## src/rtl/mult_share_arbiter_pkg.sv

```systemverilog
// mult_arb_pkg
//   Shared types and helpers for the multiplier-sharing arbiter.
//   - state_t   : controller state (IDLE, CALC, RESP)
//   - DEF_W     : default operand width
//   - DEF_NREQ  : default number of requesters
//   - next_idx  : increment an index with wrap-around modulo n
package mult_arb_pkg;

  typedef enum logic [1:0] {
    IDLE = 2'd0,
    CALC = 2'd1,
    RESP = 2'd2
  } state_t;

  localparam int DEF_W    = 32;
  localparam int DEF_NREQ = 2;

  function automatic int next_idx(input int idx, input int n);
    return (idx + 1 >= n) ? 0 : idx + 1;
  endfunction

endpackage

```

## src/rtl/mult_share_arbiter_rr_arbiter.sv

```systemverilog
// rr_arbiter
//   Combinational round-robin pick: the first asserted request found when
//   scanning upward from ptr, wrapping modulo N.
//   Ports:
//     req  in  N   request vector
//     ptr  in  PW  index holding highest priority (must be < N)
//     gnt  out N   one-hot grant, all zero when no request is asserted
module rr_arbiter #(
  parameter int N  = 2,
  parameter int PW = (N > 1) ? $clog2(N) : 1
) (
  input  logic [N-1:0]  req,
  input  logic [PW-1:0] ptr,
  output logic [N-1:0]  gnt
);

  logic [PW-1:0] idx;
  logic          found;

  always_comb begin
    gnt   = '0;
    found = 1'b0;
    idx   = ptr;
    for (int k = 0; k < N; k++) begin
      if (!found && req[idx]) begin
        gnt[idx] = 1'b1;
        found    = 1'b1;
      end
      // Explicit wrap so non-power-of-two N never indexes past N-1.
      idx = (idx == PW'(N - 1)) ? '0 : idx + 1'b1;
    end
  end

endmodule

```

## src/rtl/mult_share_arbiter.sv

```systemverilog
// mult_share_arbiter
//   Shares one external multiplier among NREQ requesters. One request is
//   granted at a time (round robin), its operands are registered onto
//   mul_a/mul_b, the product is sampled MUL_LAT cycles later and returned
//   on the granted requester's result channel.
//   Ports:
//     clk, rst            clock, synchronous active-high reset
//     req_valid/req_ready per-requester operand handshake (NREQ bits)
//     req_a/req_b         packed operands, requester i owns [i*W +: W]
//     rsp_valid/rsp_ready per-requester result handshake (NREQ bits)
//     rsp_data            product (2*W), shared, qualified by rsp_valid
//     busy                high whenever not idle
//     mul_a/mul_b         registered operands to the multiplier
//     mul_p               product from the multiplier
module mult_share_arbiter
  import mult_arb_pkg::*;
#(
  parameter int NREQ    = DEF_NREQ,
  parameter int W       = DEF_W,
  parameter int MUL_LAT = 0
) (
  input  logic              clk,
  input  logic              rst,
  input  logic [NREQ-1:0]   req_valid,
  output logic [NREQ-1:0]   req_ready,
  input  logic [NREQ*W-1:0] req_a,
  input  logic [NREQ*W-1:0] req_b,
  output logic [NREQ-1:0]   rsp_valid,
  input  logic [NREQ-1:0]   rsp_ready,
  output logic [2*W-1:0]    rsp_data,
  output logic              busy,
  output logic [W-1:0]      mul_a,
  output logic [W-1:0]      mul_b,
  input  logic [2*W-1:0]    mul_p
);

  localparam int PW = $clog2(NREQ);
  localparam int CW = (MUL_LAT > 0) ? $clog2(MUL_LAT + 1) : 1;

  state_t            state_reg, state_next;
  logic [PW-1:0]     gid_reg, gid_next;
  logic [PW-1:0]     rr_ptr_reg, rr_ptr_next;
  logic [CW-1:0]     cnt_reg, cnt_next;
  logic [W-1:0]      mul_a_reg, mul_a_next;
  logic [W-1:0]      mul_b_reg, mul_b_next;
  logic [2*W-1:0]    rsp_data_reg, rsp_data_next;
  logic [NREQ-1:0]   rsp_valid_reg, rsp_valid_next;

  logic [NREQ-1:0]   gnt;
  logic [PW-1:0]     gnt_idx;
  logic [W-1:0]      sel_a, sel_b;
  logic [W-1:0]      a_masked [NREQ];
  logic [W-1:0]      b_masked [NREQ];

  rr_arbiter #(.N(NREQ), .PW(PW)) u_rr (
    .req (req_valid),
    .ptr (rr_ptr_reg),
    .gnt (gnt)
  );

  // Only the granted slice reaches the operand mux; other requesters'
  // operands are masked to zero.
  for (genvar gi = 0; gi < NREQ; gi++) begin : g_mask
    assign a_masked[gi] = gnt[gi] ? req_a[gi*W +: W] : '0;
    assign b_masked[gi] = gnt[gi] ? req_b[gi*W +: W] : '0;
  end

  always_comb begin
    sel_a   = '0;
    sel_b   = '0;
    gnt_idx = '0;
    for (int k = 0; k < NREQ; k++) begin
      sel_a = sel_a | a_masked[k];
      sel_b = sel_b | b_masked[k];
      if (gnt[k]) gnt_idx = PW'(k);
    end
  end

  assign req_ready = (state_reg == IDLE) ? gnt : '0;

  always_comb begin
    state_next     = state_reg;
    gid_next       = gid_reg;
    rr_ptr_next    = rr_ptr_reg;
    cnt_next       = cnt_reg;
    mul_a_next     = mul_a_reg;
    mul_b_next     = mul_b_reg;
    rsp_data_next  = rsp_data_reg;
    rsp_valid_next = rsp_valid_reg;
    unique case (state_reg)
      IDLE: begin
        if (|(req_valid & req_ready)) begin
          mul_a_next = sel_a;
          mul_b_next = sel_b;
          gid_next   = gnt_idx;
          cnt_next   = CW'(MUL_LAT);
          state_next = CALC;
        end
      end
      CALC: begin
        if (cnt_reg == '0) begin
          rsp_data_next  = mul_p;
          rsp_valid_next = NREQ'(1) << gid_reg;
          state_next     = RESP;
        end else begin
          cnt_next = cnt_reg - 1'b1;
        end
      end
      RESP: begin
        if (rsp_ready[gid_reg]) begin
          rsp_valid_next = '0;
          // The requester just served drops to lowest priority.
          rr_ptr_next    = PW'(next_idx(int'(gid_reg), NREQ));
          state_next     = IDLE;
        end
      end
      default: state_next = IDLE;
    endcase
  end

  always_ff @(posedge clk) begin
    if (rst) begin
      state_reg     <= IDLE;
      gid_reg       <= '0;
      rr_ptr_reg    <= '0;
      cnt_reg       <= '0;
      mul_a_reg     <= '0;
      mul_b_reg     <= '0;
      rsp_data_reg  <= '0;
      rsp_valid_reg <= '0;
    end else begin
      state_reg     <= state_next;
      gid_reg       <= gid_next;
      rr_ptr_reg    <= rr_ptr_next;
      cnt_reg       <= cnt_next;
      mul_a_reg     <= mul_a_next;
      mul_b_reg     <= mul_b_next;
      rsp_data_reg  <= rsp_data_next;
      rsp_valid_reg <= rsp_valid_next;
    end
  end

  assign rsp_valid = rsp_valid_reg;
  assign rsp_data  = rsp_data_reg;
  assign mul_a     = mul_a_reg;
  assign mul_b     = mul_b_reg;
  assign busy      = (state_reg != IDLE);

  a_req_ready_onehot: assert property (@(posedge clk) disable iff (rst)
    $onehot0(req_ready));
  a_rsp_valid_onehot: assert property (@(posedge clk) disable iff (rst)
    $onehot0(rsp_valid));
  a_rsp_data_stable: assert property (@(posedge clk) disable iff (rst)
    (|rsp_valid && !rsp_ready[gid_reg]) |=> $stable(rsp_data));

endmodule

```

## config.mk

```make
export PLATFORM = sky130hd
export DESIGN_NAME = mult_share_arbiter
export DESIGN_NICKNAME = d
export VERILOG_FILES = /design/src/rtl/mult_share_arbiter_pkg.sv /design/src/rtl/mult_share_arbiter_rr_arbiter.sv /design/src/rtl/mult_share_arbiter.sv
export SDC_FILE = /design/constraint.sdc
export NUM_CORES = 1
export LEC_CHECK = 0
export ABC_AREA = 1
export BUFFER_PORTS_ARGS = -buffer_cell sky130_fd_sc_hd__buf_2
export CAP_MARGIN = 10
export CORE_MARGIN = 8
export CORE_UTILIZATION = 49
export CTS_CLUSTER_DIAMETER = 60
export DETAILED_ROUTE_END_ITERATION = 6
export PLACE_DENSITY = 0.87
export RECOVER_POWER = 25
export SYNTH_ARGS = -nofsm -noshare
export SYNTH_HDL_FRONTEND = slang
export SYNTH_SLANG_ARGS = --single-unit
```

## constraint.sdc

```tcl
create_clock -name clk -period 2.8 [get_ports clk]
set_clock_uncertainty 0.05 [all_clocks]
set_input_delay 0.14 -clock clk [delete_from_list [all_inputs] [get_ports clk]]
set_output_delay 0.14 -clock clk [all_outputs]
set_load 0.05 [all_outputs]
```

==> results_dict.tcl, run 1 <==
set metrics [dict create \
    outcome "finished, final reports clean" \
    wl_per_cell_um 16.7 \
    nets 1429 \
    vias_per_cell 5.30 \
    start_util_pct 49.5 \
    relSlewSlack_pct 29.3 \
    ff2ff_setup_slack_ns 0.96 \
    die_area_sq_mm 0.0164 \
    drv_slew 0 \
    syn_nets 1080 \
    grt_pass1_vias 7325 \
    core-area_sq_mm 0.0124 \
    worstSkewPairLatency_ns 0.40 \
    dp_hpwl_um 14600 \
    portBuffers 330 \
    hp-class "in -> reg" \
    fmax_mhz 488 \
    cp.arrival_ns 1.86 \
    via_count 7504 \
    ys_warn_count 0 \
    min_from "rsp_ready[1]" \
    synth_top_area_share_pct 43.6 \
    place_congestion 0.855 \
    tns_ns 0 \
    worst_ir_drop_vdd_uv 485 \
    seq_area_sq_mm 0.00268 \
    fin_util_pct 71.7 \
    critPathKind "reg -> out" \
    multiInputGateArea_sq_mm 0.00300 \
    hold_viol 0 \
    drive_gt1_share_pct 25.0 \
    fp.dieW_um 128 \
    yosysUniqueCellTypes 19 \
    drv_cap 0 \
    endpoint_kind "output pin" \
    synth_top_area_cell "dfxtp_1" \
    cts_htree_levels 4 \
    rr_endpoint "mul_b[24]" \
    cp-start-kind "flip-flop" \
    final_area_sq_mm 0.00890 \
    rsz0062_at_grt "no" \
    grt_first_pass_wirelength_um 36700 \
    grt_use_total_pct 27.8 \
    rows 41 \
    min_to "state_reg[1]" \
    synthCells 882 \
    clk_pin_slew_ns 0.05 \
    wl_um 23700 \
    cp_max_fo 66 \
    dpl_worst_slack_ns 0.883 \
    postSynthAreaPerCell_sq_um 6.97 \
    antenna_found_initial 0 \
    clock-root-buffer "clkbuf_16" \
    ff2ff_path_depth 6 \
    fin_crit_sh_pct 73.1 \
    post-route-min-period_ns 2.05 \
    clk_path_buf_depth 2 \
    die_h_um 128 \
    placed_cell_area_sq_mm 0.00767 \
    drt-pass1-iter-count 5 \
    drt_iter0_drc 560 \
    io_pins 331 \
    largest_reg_flops 64 \
    yosysSeqAreaShare_pct 43.6 \
    p_leak_nw 4.47 \
    drc 0 \
    pwr_density_cell_mw_per_mm2 750 \
    min_path_cells 4 \
    synth_area_leaders "dfxtp_1, nor2_1, nand3_1, nand2_1, nand3b_1" \
    grt-ovfl-total 0 \
    worst_pin_slew_ns 1.06 \
    ys_ff_latch 134 \
    ant_nets 0 \
    cts_made_buffers 17 \
    fill_cells 970 \
    syn_area_sq_mm 0.00615 \
    grt_max_degree 68 \
    cts_tree "done" \
    setup_viol 0 \
    worst_slack_ns 0.752 \
    r2r_start "state_reg[0]" \
    syn2layout_area_growth_pct 44.7 \
    numClockSinks 134 \
    required_ns 2.61 \
]
==> kinds of logic after synthesis <==
logic type	share of synthesized area (%)
buffers and inverters	7.61
AND/OR/NAND/NOR	42.8
flip-flops	43.6
AO/OA/AOI/OAI	5.90
==> critical path: stages, from the launching register on <==
cell and delay [ns]:
dfxtp_1 0.39, nor2_2 0.08, nand3_2 0.08, buf_4 0.55
inv_1 0.09, buf_2 0.24
==> power breakdown <==
| group | leakage [nW] | internal [mW] | switching, mW |
|---|---|---|---|
| registers | 1.11 | 2.13 | 0.116 |
| clock network | 0.307 | 1.62 | 0.795 |
| logic | 3.05 | 0.548 | 1.46 |
| total | 4.47 | 4.30 | 2.37 |
==> cells in the final DEF (no fill, tap or decap), types with 2 or more instances in the layout <==
| cell type | count |
|---|---|
| nand2_1 | 137 |
| clkinv_2 | 2 |
| diode_2 | 2 |
| bufinv_16 | 5 |
| a21oi_1 | 7 |
| nand3b_1 | 62 |
| inv_1 | 5 |
| nand3_2 | 2 |
| buf_4 | 9 |
| clkbuf_16 | 17 |
| clkbuf_8 | 2 |
| o21ai_1 | 4 |
| buf_2 | 264 |
| nand3_1 | 132 |
| nor2_1 | 254 |
| dlygate4sd3_1 | 66 |
| clkbuf_1 | 70 |
| inv_2 | 3 |
| nand2_2 | 3 |
| o21ai_0 | 60 |
| dfxtp_1 | 134 |
==> per-layer routing <==
layer | track usage, % | share of wire [%] | vias to the layer above
met5 | 0 | 0 | -
met4 | 15.3 | 4.0 | 0
met3 | 11.7 | 11 | 67
met2 | 45.6 | 47 | 436
met1 | 29.8 | 37 | 3441
li1 | - | - | 3560
==> cells in the mapped netlist <==
master and count:
a21oi_1 7, buf_1 1, buf_2 35, buf_4 8, buf_6 10, clkbuf_1 22, dfxtp_1 134, inv_1 7
inv_2 2, nand2_1 139, nand2_2 1, nand3_1 132, nand3_2 2, nand3b_1 62, nor2_1 254, nor2_2 1
o21ai_0 60, o21ai_1 4, o31ai_1 1
==> timing repair <==
action	CTS	global route
hold endpoints to repair	69	1
resized for setup	0	0
buffers inserted	0	0
endpoints found under the setup margin	0	0
hold buffers	65	1
==> how the worst max path moves through the flow <==
stage               depth (start not counted)           end          from  slack (ns)
floorplan                                   5  req_ready[1]  state_reg[1]        1.44
global placement                            7     mul_a[27]  req_valid[1]        0.95
detailed placement                          7      mul_a[8]  req_valid[1]        0.88
CTS                                         5  req_ready[1]  state_reg[0]        0.73
global route                                5  req_ready[1]  state_reg[0]        0.61
finish                                      5  req_ready[1]  state_reg[0]        0.75
==> area by class of cell <==
| type | count | share of cell area [%] |
|---|---|---|
| Antenna cell | 2 | 0.0563 |
| Clock inverter | 8 | 1.93 |
| Multi-Input combinational cell | 663 | 33.7 |
| Inverter | 9 | 0.394 |
| Timing Repair Buffer | 406 | 26.0 |
| Clock buffer | 23 | 5.26 |
| Tap cell | 172 | 2.42 |
| Sequential cell | 134 | 30.2 |
==> through the flow <==
step	hold slack [ns]	cells	power, mW
2_1_floorplan	0.159	882	3.71
3_3_place_gp	0.325	1318	4.16
3_5_place_dp	0.334	1318	4.19
4_1_cts	0.0149	1414	6.68
5_1_grt	0.0430	1415	6.94
6_report	0.0333	1417	6.67
No activity file was read; power rests on OpenSTA's default activity.
==> run 2, diff against run 1 <==
--- a/config.mk
+++ b/config.mk
@@ -9,10 +9,10 @@
 export BUFFER_PORTS_ARGS = -buffer_cell sky130_fd_sc_hd__buf_2
 export CAP_MARGIN = 10
 export CORE_MARGIN = 8
-export CORE_UTILIZATION = 49
+export CORE_UTILIZATION = 41
 export CTS_CLUSTER_DIAMETER = 60
 export DETAILED_ROUTE_END_ITERATION = 6
-export PLACE_DENSITY = 0.87
+export PLACE_DENSITY = 0.77
 export RECOVER_POWER = 25
 export SYNTH_ARGS = -nofsm -noshare
 export SYNTH_HDL_FRONTEND = slang
==> constraint.sdc (replaced) <==
create_clock -name clk -period 1.8 [get_ports clk]
set_clock_uncertainty 0.05 [all_clocks]
set_input_delay 0.09 -clock clk [delete_from_list [all_inputs] [get_ports clk]]
set_output_delay 0.09 -clock clk [all_outputs]
set_load 0.05 [all_outputs]
==> results_dict.tcl, run 2 (synthesized netlist as in run 1, its figures left out) <==
set metrics [dict create \
    drive_gt1_share_pct 24.1 \
    required_ns 1.66 \
    cts_htree_levels 4 \
    post-route-min-period_ns 1.70 \
    clk_pin_slew_ns 0.06 \
    syn2layout_area_growth_pct 62.9 \
    fin_crit_sh_pct 94.5 \
    portBuffers 330 \
    clock-root-buffer "clkbuf_16" \
    vias_per_cell 5.29 \
    tns_ns 0 \
    relSlewSlack_pct 55.3 \
    dp_hpwl_um 15300 \
    cts_made_buffers 17 \
    place_congestion 0.782 \
    crit_buf_inv 3 \
    pwr_density_cell_mw_per_mm2 1060 \
    ant_nets 0 \
    core-area_sq_mm 0.0146 \
    hold_viol 0 \
    via_count 8129 \
    grt_max_degree 72 \
    start_util_pct 42.1 \
    drt-pass1-iter-count 5 \
    fmax_mhz 588 \
    placed_cells 1336 \
    grt_pass1_vias 8045 \
    dpl_worst_slack_ns 0.275 \
    rows 44 \
    nets 1531 \
    antenna_found_initial 7 \
    outcome "finished, final reports clean" \
    fp.dieW_um 138 \
    numClockSinks 134 \
    grt-ovfl-total 0 \
    final_area_sq_mm 0.0100 \
    critPathKind "reg -> out" \
    cp.arrival_ns 1.56 \
    drv_slew 0 \
    worst_pin_slew_ns 0.671 \
    worstSkewPairLatency_ns 0.41 \
    layout_commonest_cell "buf_2" \
    cp_max_fo 33 \
    p_leak_nw 4.93 \
    setup_viol 0 \
    fin_cells 1537 \
    path_cells "nor2_4 -> nand3_2 -> buf_12 -> inv_1 -> buf_4" \
    endpoint_kind "output pin" \
    cts_tree "done" \
    drt_iter0_drc 576 \
    drv_cap 0 \
    rsz0062_at_grt "no" \
    worst_slack_ns 0.0991 \
    die_area_sq_mm 0.0192 \
    final_cell_mix "buf_2, nor2_1, dlygate4sd3_1, nand2_1, dfxtp_1" \
    io_pins 331 \
    max_stage_delay_ns 0.36 \
    largest_reg_flops 64 \
    die_h_um 138 \
    cp_top_family "buffers and inverters" \
    drc 0 \
    grt_use_total_pct 26.3 \
    placed_cell_area_sq_mm 0.00780 \
    wl_um 27000 \
    grt_first_pass_wirelength_um 41700 \
    slowest_stage "dfxtp_1" \
    clk_path_buf_depth 2 \
    hp-class "in -> reg" \
    cp-start-kind "flip-flop" \
    worst_ir_drop_vdd_uv 946 \
    wl_per_cell_um 17.6 \
]
## run 2: cell count changes in the layout (fill, tap and decap cells not counted), moves of 3 or more
cell	previous run	this run
buf_4	9	12
dlygate4sd3_1	66	160
diode_2	2	7
buf_12	1	5
inv_6	0	3
clkbuf_1	70	66
## run 2: through the flow
stage	total power, mW	utilization [%]	hold slack [ns]
3_3_place_gp	6.54	53.4	0.274
4_1_cts	10.6	68.8	0.00129
2_1_floorplan	5.77	-	0.109
3_5_place_dp	6.58	53.4	0.284
6_report	10.6	68.6	0.0151
5_1_grt	11.0	68.6	0.0270
## run 2: worst reg2reg max path, cell delays in order (launching register included)
cell	delay [ns]
dfxtp_1	0.42
nor2_4	0.07
nand3_2	0.14
nand2_1	0.12
inv_2	0.29
buf_4	0.27
nor2_1	0.07
nor2_1	0.12
## run 2: repair_timing
| item | CTS | global route |
|---|---|---|
| setup buffers | 0 | 0 |
| setup endpoints to repair | 2 | 2 |
| cloned | 0 | 2 |
| endpoints found under the hold margin | 121 | 0 |
| hold buffers | 160 | 0 |
| resized for setup | 2 | 1 |
## run 2: final cells by class
cell class	count	area, sq um
flip-flops and latches	134	2680
clock buffers	18	429
inverters	9	35.0
fillers	1120	4580
clock inverters	14	200
well taps	184	230
repair buffers	508	3410
multi-input cells	663	3010
diodes	7	17.5
## run 2: worst paths after layout
check	to	startpoint	depth (start not counted)	slack (ns)
min reg2reg	rsp_valid[0]	rsp_valid[0]	2	0.41
min	mul_b[12]	req_b[12]	5	0.02
max	req_ready[0]	state_reg[0]	5	0.1
max reg2reg	mul_a[29]	state_reg[0]	7	0.19
## run 2: routing by layer
metal	vias to the layer above	global-route usage, %	wire length [um]	share of wire [%]
met3	101	10.1	3120	12
met5	-	0	13	0.048
met4	2	14.1	1130	4.2
met1	3710	29.1	10000	37
li1	3771	-	-	-
met2	545	42.7	12700	47
## run 2: power by group
| part | total (mW) | internal (mW) | switching, mW |
|---|---|---|---|
| clock network | 3.72 | 2.34 | 1.38 |
| logic | 3.40 | 1.05 | 2.35 |
| registers | 3.49 | 3.31 | 0.178 |
| total | 10.6 | 6.69 | 3.91 |
==> run 3, diff against run 2 <==
--- a/config.mk
+++ b/config.mk
@@ -9,10 +9,11 @@
 export BUFFER_PORTS_ARGS = -buffer_cell sky130_fd_sc_hd__buf_2
 export CAP_MARGIN = 10
 export CORE_MARGIN = 8
-export CORE_UTILIZATION = 41
+export CORE_UTILIZATION = 42
+export CTS_BUF_LIST = sky130_fd_sc_hd__clkbuf_8
 export CTS_CLUSTER_DIAMETER = 60
 export DETAILED_ROUTE_END_ITERATION = 6
-export PLACE_DENSITY = 0.77
+export PLACE_DENSITY = 0.79
 export RECOVER_POWER = 25
 export SYNTH_ARGS = -nofsm -noshare
 export SYNTH_HDL_FRONTEND = slang
==> results_dict.tcl, run 3 (synthesized netlist as in run 1, its figures left out) <==
set metrics [dict create \
    post-route-min-period_ns 1.70 \
    portBuffers 330 \
    endpoint_kind "flip-flop" \
    layout_commonest_cell "buf_2" \
    p_switching_mw 3.83 \
    start_util_pct 42.6 \
    die_area_sq_mm 0.0188 \
    largest_reg_flops 64 \
    wl_um 28800 \
    final_cell_mix "buf_2, nor2_1, dlygate4sd3_1, nand2_1, dfxtp_1" \
    wl_per_cell_um 18.4 \
    nets 1566 \
    place_congestion 0.802 \
    setup_viol 0 \
    rsz0062_at_grt "yes" \
    die_h_um 137 \
    drive_gt1_share_pct 25.8 \
    worst_ir_drop_vdd_uv 648 \
    postCtsSetupBuffers 0 \
    worst_slack_ns 0.101 \
    required_ns 2.08 \
    grt_pass1_vias 8290 \
    numClockSinks 134 \
    worstSkewPairLatency_ns 0.44 \
    fill_cells 1090 \
    switching_share_pct 40.9 \
    cp.arrival_ns 1.98 \
    drv_slew 0 \
    pwr_density_cell_mw_per_mm2 923 \
    grt_max_degree 80 \
    drv_cap 0 \
    cp-start-kind "flip-flop" \
    cp_max_fo 14 \
    antenna_found_initial 3 \
    clock-root-buffer "clkbuf_8" \
    clkPwrFrac_pct 25.1 \
    multiInputGateArea_sq_mm 0.00301 \
    p_leak_nw 5.08 \
    clk_path_buf_depth 2 \
    tns_ns 0 \
    ant_nets 0 \
    drc 0 \
    comb_power_share_pct 37.6 \
    core-area_sq_mm 0.0144 \
    hp-class "in -> reg" \
    grt-ovfl-total 0 \
    worst_pin_slew_ns 0.667 \
    fmax_mhz 589 \
    cts_htree_levels 4 \
    dp_hpwl_um 15600 \
    hold_viol 0 \
    dpl_worst_slack_ns 0.314 \
    grt_use_total_pct 28.9 \
    clk_pin_slew_ns 0.07 \
    outcome "finished, final reports clean" \
    fin_crit_sh_pct 94.4 \
    p_seq_share_pct 37.2 \
    rows 44 \
    fp.dieW_um 137 \
    via_count 8307 \
    vias_per_cell 5.29 \
    cts_made_buffers 17 \
    cts_tree "done" \
    p_int_mw 5.52 \
    drt_iter0_drc 667 \
    seq_area_sq_mm 0.00268 \
    syn2layout_area_growth_pct 64.8 \
    io_pins 331 \
    critPathKind "reg -> reg" \
    relSlewSlack_pct 55.7 \
    grt_first_pass_wirelength_um 42900 \
    drt-pass1-iter-count 5 \
]
run 3: path summary, 6_finish.rpt:
path | to | slack, ns | from | depth (start not counted)
hold reg to reg | rsp_valid[0] | 0.41 | rsp_valid[0] | 2
setup / recovery | mul_a[16] | 0.10 | rr_ptr_reg | 8
setup reg to reg | mul_a[16] | 0.10 | rr_ptr_reg | 8
hold / removal | mul_a[12] | 0.08 | req_a[44] | 5
run 3: timing repair:
action                                 CTS  global route
hold buffers                           193             0
endpoints found under the hold margin  133             0
resized for setup                        2             9
setup endpoints to repair                2             8
gates cloned                             0             2
run 3: final cells by class:
type	count	area share, %
Timing Repair Buffer	543	37.5
Inverter	9	0.346
Sequential cell	134	26.5
Multi-Input combinational cell	663	29.7
Tap cell	184	2.27
Clock inverter	15	1.27
Antenna cell	4	0.0988
Clock buffer	17	2.31
run 3: per-stage QoR:
step	power, mW	area, sq um	instances	hold slack [ns]	util, %
6_report	9.35	10100	1569	0.0773	70.2
5_1_grt	9.82	10100	1568	0.0470	70.2
4_1_cts	9.27	10100	1563	0.0150	69.9
3_5_place_dp	6.58	7790	1338	0.281	54.0
3_3_place_gp	6.54	7790	1338	0.275	54.0
2_1_floorplan	5.77	6150	882	0.109	-
run 3: power by group through the flow:
stage	registers, mW	clock network, mW	logic [mW]
2_1_floorplan	4.67	0	1.10
3_3_place_gp	3.51	0	3.03
3_5_place_dp	3.52	0	3.05
4_1_cts	3.46	2.41	3.40
5_1_grt	3.52	2.56	3.74
6_report	3.48	2.35	3.52
run 3: routing by layer:
metal | vias up | wire length (um) | track usage [%]
met1 | 3785 | 10400 | 31.2
met5 | - | 0 | 0
li1 | 3827 | - | -
met4 | 0 | 1240 | 15.6
met2 | 584 | 13600 | 47.5
met3 | 111 | 3610 | 11.9
run 3: worst max-delay path: stages (launching register included):
cell,delay (ns)
dfxtp_2,0.33
inv_2,0.07
nand2_4,0.08
buf_12,0.17
nand3_1,0.07
nand2_1,0.06
dlygate4sd3_1,0.57
nor2_1,0.12
nor2_1,0.06
